==> config.mk <==
export PLATFORM = sky130hd
export DESIGN_NAME = register_file_flat
export DESIGN_NICKNAME = d
export VERILOG_FILES = /design/src/rtl/register_file_if.sv /design/src/rtl/register_file.sv /design/src/flat_wrapper.sv
export SDC_FILE = /design/constraint.sdc
export NUM_CORES = 2
export LEC_CHECK = 0
export ABC_AREA = 0
export BUFFER_PORTS_ARGS = -buffer_cell sky130_fd_sc_hd__buf_2
export CAP_MARGIN = 20
export CORE_UTILIZATION = 30
export CTS_CLUSTER_DIAMETER = 80
export CTS_CLUSTER_SIZE = 20
export DETAILED_ROUTE_END_ITERATION = 6
export GPL_ROUTABILITY_DRIVEN = 0
export PLACE_DENSITY = 0.49
export SLEW_MARGIN = 20
export SYNTH_ARGS = -nofsm -noshare
export SYNTH_HDL_FRONTEND = slang
export SYNTH_SLANG_ARGS = --single-unit
==> constraint.sdc <==
create_clock -name clk_in -period 2.51 [get_ports clk_in]
set_input_delay 0.1255 -clock clk_in [delete_from_list [all_inputs] [get_ports clk_in]]
set_output_delay 0.1255 -clock clk_in [all_outputs]
set_load 0.05 [all_outputs]
==> src/rtl/register_file_if.sv <==
// Decoder / ROB side bundle of the register file: operand lookup, commit port and ROB forwarding query.
// The register file itself takes the slave modport.
interface register_file_if #(
    parameter int REG_WIDTH = 5,
    parameter int ROB_WIDTH = 4
);
    logic                 dec_en;
    logic [REG_WIDTH-1:0] dec_rs1;
    logic [REG_WIDTH-1:0] dec_rs2;
    logic [REG_WIDTH-1:0] dec_rd;
    logic [ROB_WIDTH-1:0] dec_rob_id;
    logic [31:0]          dec_val_j;
    logic                 dec_dep_j;
    logic [ROB_WIDTH-1:0] dec_tag_j;
    logic [31:0]          dec_val_k;
    logic                 dec_dep_k;
    logic [ROB_WIDTH-1:0] dec_tag_k;
    logic                 flush;
    logic [REG_WIDTH-1:0] commit_reg_id;
    logic [31:0]          commit_data;
    logic [ROB_WIDTH-1:0] commit_rob_id;
    logic [ROB_WIDTH-1:0] reg_rob_id_j;
    logic                 reg_ready_j;
    logic [31:0]          reg_data_j;
    logic [ROB_WIDTH-1:0] reg_rob_id_k;
    logic                 reg_ready_k;
    logic [31:0]          reg_data_k;

    modport master (
        output dec_en, dec_rs1, dec_rs2, dec_rd, dec_rob_id,
        output flush, commit_reg_id, commit_data, commit_rob_id,
        output reg_ready_j, reg_data_j, reg_ready_k, reg_data_k,
        input  dec_val_j, dec_dep_j, dec_tag_j, dec_val_k, dec_dep_k, dec_tag_k,
        input  reg_rob_id_j, reg_rob_id_k
    );

    modport slave (
        input  dec_en, dec_rs1, dec_rs2, dec_rd, dec_rob_id,
        input  flush, commit_reg_id, commit_data, commit_rob_id,
        input  reg_ready_j, reg_data_j, reg_ready_k, reg_data_k,
        output dec_val_j, dec_dep_j, dec_tag_j, dec_val_k, dec_dep_k, dec_tag_k,
        output reg_rob_id_j, reg_rob_id_k
    );
endinterface

==> src/rtl/register_file.sv <==
// Architectural register file with a register status table (busy + producing ROB tag) for the Tomasulo core.
// Operands resolve combinationally to a value or a pending tag; commits and renames update state at the clock edge.
module register_file #(
    parameter int REG_WIDTH = 5,
    parameter int ROB_WIDTH = 4
) (
    input  logic              clk_in,
    input  logic              rst_in,
    input  logic              rdy_in,
    register_file_if.slave    bus
);
    localparam int NUM_REGS = 2 ** REG_WIDTH;

    logic [31:0]          value_arr [NUM_REGS];
    logic                 busy_arr  [NUM_REGS];
    logic [ROB_WIDTH-1:0] tag_arr   [NUM_REGS];

    genvar gi;
    generate
        for (gi = 0; gi < NUM_REGS; gi++) begin : g_reg
            if (gi == 0) begin : g_zero
                assign value_arr[gi] = '0;
                assign busy_arr[gi]  = 1'b0;
                assign tag_arr[gi]   = '0;
            end else begin : g_live
                logic [31:0]          value_reg;
                logic                 busy_reg;
                logic [ROB_WIDTH-1:0] tag_reg;

                // Later assignments win: a same-cycle rename overrides the commit's busy clear.
                always_ff @(posedge clk_in) begin
                    if (rst_in) begin
                        value_reg <= '0;
                        busy_reg  <= 1'b0;
                        tag_reg   <= '0;
                    end else if (rdy_in) begin
                        if (bus.commit_reg_id == REG_WIDTH'(gi)) begin
                            value_reg <= bus.commit_data;
                            if (tag_reg == bus.commit_rob_id)
                                busy_reg <= 1'b0;
                        end
                        if (bus.flush) begin
                            busy_reg <= 1'b0;
                        end else if (bus.dec_en && bus.dec_rd == REG_WIDTH'(gi)) begin
                            busy_reg <= 1'b1;
                            tag_reg  <= bus.dec_rob_id;
                        end
                    end
                end

                assign value_arr[gi] = value_reg;
                assign busy_arr[gi]  = busy_reg;
                assign tag_arr[gi]   = tag_reg;
            end
        end
    endgenerate

    // Lookup always sees pre-update state, so rd==rs depends on the older producer.
    function automatic void resolve(
        input  logic [REG_WIDTH-1:0] rs,
        input  logic                 rob_ready,
        input  logic [31:0]          rob_data,
        output logic [31:0]          val,
        output logic                 dep
    );
        val = '0;
        dep = 1'b0;
        if (rs == '0) begin
            val = '0;
        end else if (!busy_arr[rs]) begin
            val = value_arr[rs];
        end else if (bus.commit_reg_id == rs && bus.commit_rob_id == tag_arr[rs]) begin
            val = bus.commit_data;
        end else if (rob_ready) begin
            val = rob_data;
        end else begin
            dep = 1'b1;
        end
    endfunction

    logic [31:0] val_j_next;
    logic [31:0] val_k_next;
    logic        dep_j_next;
    logic        dep_k_next;

    always_comb begin
        val_j_next = '0;
        val_k_next = '0;
        dep_j_next = 1'b0;
        dep_k_next = 1'b0;
        resolve(bus.dec_rs1, bus.reg_ready_j, bus.reg_data_j, val_j_next, dep_j_next);
        resolve(bus.dec_rs2, bus.reg_ready_k, bus.reg_data_k, val_k_next, dep_k_next);
    end

    assign bus.dec_val_j    = val_j_next;
    assign bus.dec_dep_j    = dep_j_next;
    assign bus.dec_tag_j    = tag_arr[bus.dec_rs1];
    assign bus.dec_val_k    = val_k_next;
    assign bus.dec_dep_k    = dep_k_next;
    assign bus.dec_tag_k    = tag_arr[bus.dec_rs2];
    assign bus.reg_rob_id_j = tag_arr[bus.dec_rs1];
    assign bus.reg_rob_id_k = tag_arr[bus.dec_rs2];
endmodule
==> src/flat_wrapper.sv <==
// flat-port wrapper written by rule: the top's interface ports become plain ports
module register_file_flat 
#(
    parameter int REG_WIDTH = 5,
    parameter int ROB_WIDTH = 4
)
  (clk_in, rst_in, rdy_in, bus_dec_en, bus_dec_rs1, bus_dec_rs2, bus_dec_rd, bus_dec_rob_id, bus_flush, bus_commit_reg_id, bus_commit_data, bus_commit_rob_id, bus_reg_ready_j, bus_reg_data_j, bus_reg_ready_k, bus_reg_data_k, bus_dec_val_j, bus_dec_dep_j, bus_dec_tag_j, bus_dec_val_k, bus_dec_dep_k, bus_dec_tag_k, bus_reg_rob_id_j, bus_reg_rob_id_k);
  register_file_if #(.REG_WIDTH(REG_WIDTH), .ROB_WIDTH(ROB_WIDTH)) bus_i ();
  input  logic clk_in;
  input  logic rst_in;
  input  logic rdy_in;
  input wire logic [$bits(bus_i.dec_en)-1:0] bus_dec_en;
  input wire logic [$bits(bus_i.dec_rs1)-1:0] bus_dec_rs1;
  input wire logic [$bits(bus_i.dec_rs2)-1:0] bus_dec_rs2;
  input wire logic [$bits(bus_i.dec_rd)-1:0] bus_dec_rd;
  input wire logic [$bits(bus_i.dec_rob_id)-1:0] bus_dec_rob_id;
  input wire logic [$bits(bus_i.flush)-1:0] bus_flush;
  input wire logic [$bits(bus_i.commit_reg_id)-1:0] bus_commit_reg_id;
  input wire logic [$bits(bus_i.commit_data)-1:0] bus_commit_data;
  input wire logic [$bits(bus_i.commit_rob_id)-1:0] bus_commit_rob_id;
  input wire logic [$bits(bus_i.reg_ready_j)-1:0] bus_reg_ready_j;
  input wire logic [$bits(bus_i.reg_data_j)-1:0] bus_reg_data_j;
  input wire logic [$bits(bus_i.reg_ready_k)-1:0] bus_reg_ready_k;
  input wire logic [$bits(bus_i.reg_data_k)-1:0] bus_reg_data_k;
  output wire logic [$bits(bus_i.dec_val_j)-1:0] bus_dec_val_j;
  output wire logic [$bits(bus_i.dec_dep_j)-1:0] bus_dec_dep_j;
  output wire logic [$bits(bus_i.dec_tag_j)-1:0] bus_dec_tag_j;
  output wire logic [$bits(bus_i.dec_val_k)-1:0] bus_dec_val_k;
  output wire logic [$bits(bus_i.dec_dep_k)-1:0] bus_dec_dep_k;
  output wire logic [$bits(bus_i.dec_tag_k)-1:0] bus_dec_tag_k;
  output wire logic [$bits(bus_i.reg_rob_id_j)-1:0] bus_reg_rob_id_j;
  output wire logic [$bits(bus_i.reg_rob_id_k)-1:0] bus_reg_rob_id_k;
  assign bus_i.dec_en = bus_dec_en;
  assign bus_i.dec_rs1 = bus_dec_rs1;
  assign bus_i.dec_rs2 = bus_dec_rs2;
  assign bus_i.dec_rd = bus_dec_rd;
  assign bus_i.dec_rob_id = bus_dec_rob_id;
  assign bus_i.flush = bus_flush;
  assign bus_i.commit_reg_id = bus_commit_reg_id;
  assign bus_i.commit_data = bus_commit_data;
  assign bus_i.commit_rob_id = bus_commit_rob_id;
  assign bus_i.reg_ready_j = bus_reg_ready_j;
  assign bus_i.reg_data_j = bus_reg_data_j;
  assign bus_i.reg_ready_k = bus_reg_ready_k;
  assign bus_i.reg_data_k = bus_reg_data_k;
  assign bus_dec_val_j = bus_i.dec_val_j;
  assign bus_dec_dep_j = bus_i.dec_dep_j;
  assign bus_dec_tag_j = bus_i.dec_tag_j;
  assign bus_dec_val_k = bus_i.dec_val_k;
  assign bus_dec_dep_k = bus_i.dec_dep_k;
  assign bus_dec_tag_k = bus_i.dec_tag_k;
  assign bus_reg_rob_id_j = bus_i.reg_rob_id_j;
  assign bus_reg_rob_id_k = bus_i.reg_rob_id_k;
  register_file #(.REG_WIDTH(REG_WIDTH), .ROB_WIDTH(ROB_WIDTH)) u_core (.clk_in(clk_in), .rst_in(rst_in), .rdy_in(rdy_in), .bus(bus_i));
endmodule
==> metrics <==
Yosys Warn Count 0; Worst Tran Pin Value 0.961 ns; Chip Width 459 um; period utilisation layout 1.50; layout cells sized above 1 0.268; Register Area 23000 um^2; clock root cell clkbuf_16; Final Hold Fails 0; Gate power share 0.166; most common cell after layout, fill and taps aside nand2_1; die area 211000 um^2; Final ANT Viol Nets 0; setup_tns -80.13 ns; vias 58.5k; Initial Utilization 0.302; final wirelength 287000 um; Async SR Flop Fraction 0; Seq/Total Area, Yosys 0.367; worst slack, placed -0.749 ns; clk buf depth 3; drt drc 0; Gate Count Post-Synth 7077; worst setup margin -1.25 ns; grt peak-use layer met2; area grow syn2layout 23.0%; Cell variety after synth 72; Avg Cell Area, Syn 8.85 um^2; Crit. End Element output pin; min cycle time layout 3.76 ns; max-cap violations 0; post-route design area 77000 um^2; CTS tree done; status finished, violations left; number of global-route vias before repair 56.8k; TritonRoute pass-1 iters 6; number of synthesized flops with an enable pin 0; clk slew on worst S/H paths 0.10 ns; RSZ-0062 raised after global routing true; Switch Pwr 11500 uW; Peak VDD IR 0.538 mV; Min-Delay Startpoint bus_commit_data[4]; Multi-input gate area 37900 um^2; CP Class register to output pin; Placed Area 72700 um^2; Slew Limit Fails 0; pin count of the biggest net entering global routing 83; failing checks negative setup slack; R2R depth 6; worst flop-to-flop path endpoint u_core.g_reg[31].g_live.busy_reg; share of power burned in registers 0.482; TritonCTS Buffers 74; crit path DAT 3.64 ns; Clk pwr share 0.352; commonest cells after routing, fill and taps aside 2147 x nand2_1, 1125 x dfxtp_1, 1111 x a21oi_1; met3 usage 0.0467; GR Util met1 0.331; pwr dens 495 nW/um^2; Max Fclk 266 MHz; P_int 26700 uW; Critical Path RT 2.38 ns; H-tree level count 3; Via-to-Cell Ratio 5.72; critical path launch point type register; Post-synth top flop dfxtp_1; Placeable Area 207000 um^2; wire length per cell 28.0 um; switching share of power 0.301; # rows 167; cells along the critical path mux4_2 > a22o_1 > a211o_1 > and3_4 > or3b_4 > buf_12 > o41ai_2 > a22oi_2 > buf_4; PortBufs 212; Iter 0 DRT Violations 6778; Worst Clk Skew 0.0338 ns; Crit-path slowest cell mux4_2; Hold Path Sink u_core.g_reg[21].g_live.value_reg[4]; M2 GR Usage 0.424; Power Total 38100 uW; CP Max Fanout 29; Final Net Count 7530; Hold Path Stages 4; max reg flops 992; Synth Cell Area 62600 um^2; clock sink count 1147; Seq cells post-synth 1147; Worst slew margin 0.360; post-detail-place hpwl 184000 um; r2r setup slk 0.84 ns; initial antenna violation count 9; Critical Path Max Stage Delay 0.46 ns; All-Layer GR Usage 0.265; IO Pins 213; final setup violation count 82; Min-Delay Path Class primary input to register; Mapped Nets 7208; chip height 459 um; worst-skew pair later-pin latency 0.74 ns; FF-to-FF Start u_core.g_reg[31].g_live.tag_reg[3]; first-pass GRT wire length 409000 um; Fillers 20.8k; Leakage 0.0262 uW; GR Overflow Total 0
-- worst max-delay path: cells and delay by family (launching register included) --
family,cells,cell delay [ns]
AO/OA/AOI/OAI,4,1.02
buffers and inverters,2,0.43
flip-flops,1,0.34
multiplexers,1,0.46
AND/OR/NAND/NOR,2,0.60
-- worst max-delay path by stage --
stage | startpoint | end | cells past startpoint
6_report | u_core.g_reg[8].g_live.tag_reg[2] | bus_dec_val_j[31] | 9
5_1_grt | u_core.g_reg[30].g_live.tag_reg[3] | bus_dec_val_j[31] | 11
4_1_cts | u_core.g_reg[8].g_live.tag_reg[2] | bus_dec_val_j[11] | 9
3_5_place_dp | bus_dec_rs1[0] | bus_dec_val_j[8] | 11
3_3_place_gp | bus_dec_rs2[0] | bus_dec_val_k[8] | 14
2_1_floorplan | bus_dec_rs1[1] | bus_dec_val_j[10] | 11
-- layer usage --
| layer | vias to the layer above | wire [um] |
|---|---|---|
| met3 | 711 | 23900 |
| met4 | 6 | 19700 |
| met1 | 29246 | 111000 |
| met5 | - | 42 |
| met2 | 2955 | 132000 |
| li1 | 25590 | - |
-- cell usage after synthesis, types with 5 or more instances --
master | instances | area (um^2)
nand4_1 | 19 | 119
dfxtp_1 | 1147 | 23000
nor3_1 | 54 | 270
o211ai_1 | 37 | 278
a31oi_1 | 16 | 100
buf_4 | 38 | 285
nor2_1 | 183 | 687
or2_2 | 5 | 31.3
buf_6 | 18 | 203
mux4_2 | 534 | 12000
nor3b_1 | 5 | 37.5
o2111ai_1 | 14 | 123
xnor2_1 | 80 | 701
clkbuf_1 | 550 | 2060
and2_1 | 38 | 238
a22oi_1 | 51 | 383
clkbuf_2 | 27 | 135
buf_1 | 29 | 109
nand2b_1 | 12 | 75.1
a221o_1 | 48 | 480
o41ai_2 | 30 | 488
a2111oi_0 | 20 | 175
a21oi_1 | 1124 | 5630
nand2_1 | 2176 | 8170
nor4_1 | 16 | 100
a22o_1 | 37 | 324
xor2_1 | 58 | 508
mux2_2 | 81 | 912
inv_1 | 6 | 22.5
o221ai_1 | 6 | 52.6
o22ai_1 | 7 | 43.8
nor2b_1 | 20 | 125
a41oi_1 | 34 | 298
mux2i_1 | 260 | 2600
buf_2 | 110 | 551
nand3_1 | 89 | 445
or3_1 | 6 | 37.5
a221oi_1 | 37 | 324
-- cells by family (layout without fill, tap and decap cells) --
kind of cell,Yosys count,in the layout,synth area share
muxes,875,875,0.248
other,0,17,0
AOI/OAI and AO/OA,1493,1493,0.144
DFF,1147,1147,0.367
xor gates and xnor gates,140,140,0.0198
buffers and inverters,779,1133,0.0539
and+or+nand+nor,2643,2643,0.168
-- layout make-up --
type                            instances  area share
Antenna cell                           17    0.000552
Timing Repair Buffer                 1018       0.134
Clock buffer                           83      0.0253
Clock inverter                         25     0.00494
Sequential cell                      1147       0.298
Multi-Input combinational cell       5151       0.491
Tap cell                             2788      0.0453
Inverter                                7    0.000406
-- power by group through the flow --
stage               Sequential [uW]  Combinational, uW  Clock (uW)
global route                  18400               6470       14300
CTS                           18400               6180       13600
global placement              18800               5680           0
finish                        18400               6320       13400
floorplan                     18800               3180           0
detailed placement            18800               5700           0
-- through the flow --
| step | hold WS, ns | util | std cells |
|---|---|---|---|
| detailed placement | 0.454 | 0.351 | 10059 |
| CTS | 0.00160 | 0.371 | 10221 |
| global route | 0.0345 | 0.372 | 10233 |
| finish | 0.0503 | 0.372 | 10236 |
| global placement | 0.448 | 0.351 | 10059 |
| floorplan | 0.273 | - | 7077 |
-- what timing repair did --
item	in CTS	in global routing
resized for setup	255	32
endpoints found under the setup margin	82	82
pin swaps	41	28
endpoints found under the hold margin	575	0
gates cloned	9	0
hold buffers	25	0
setup buffers	24	3
No activity file was read; power rests on OpenSTA's default activity.
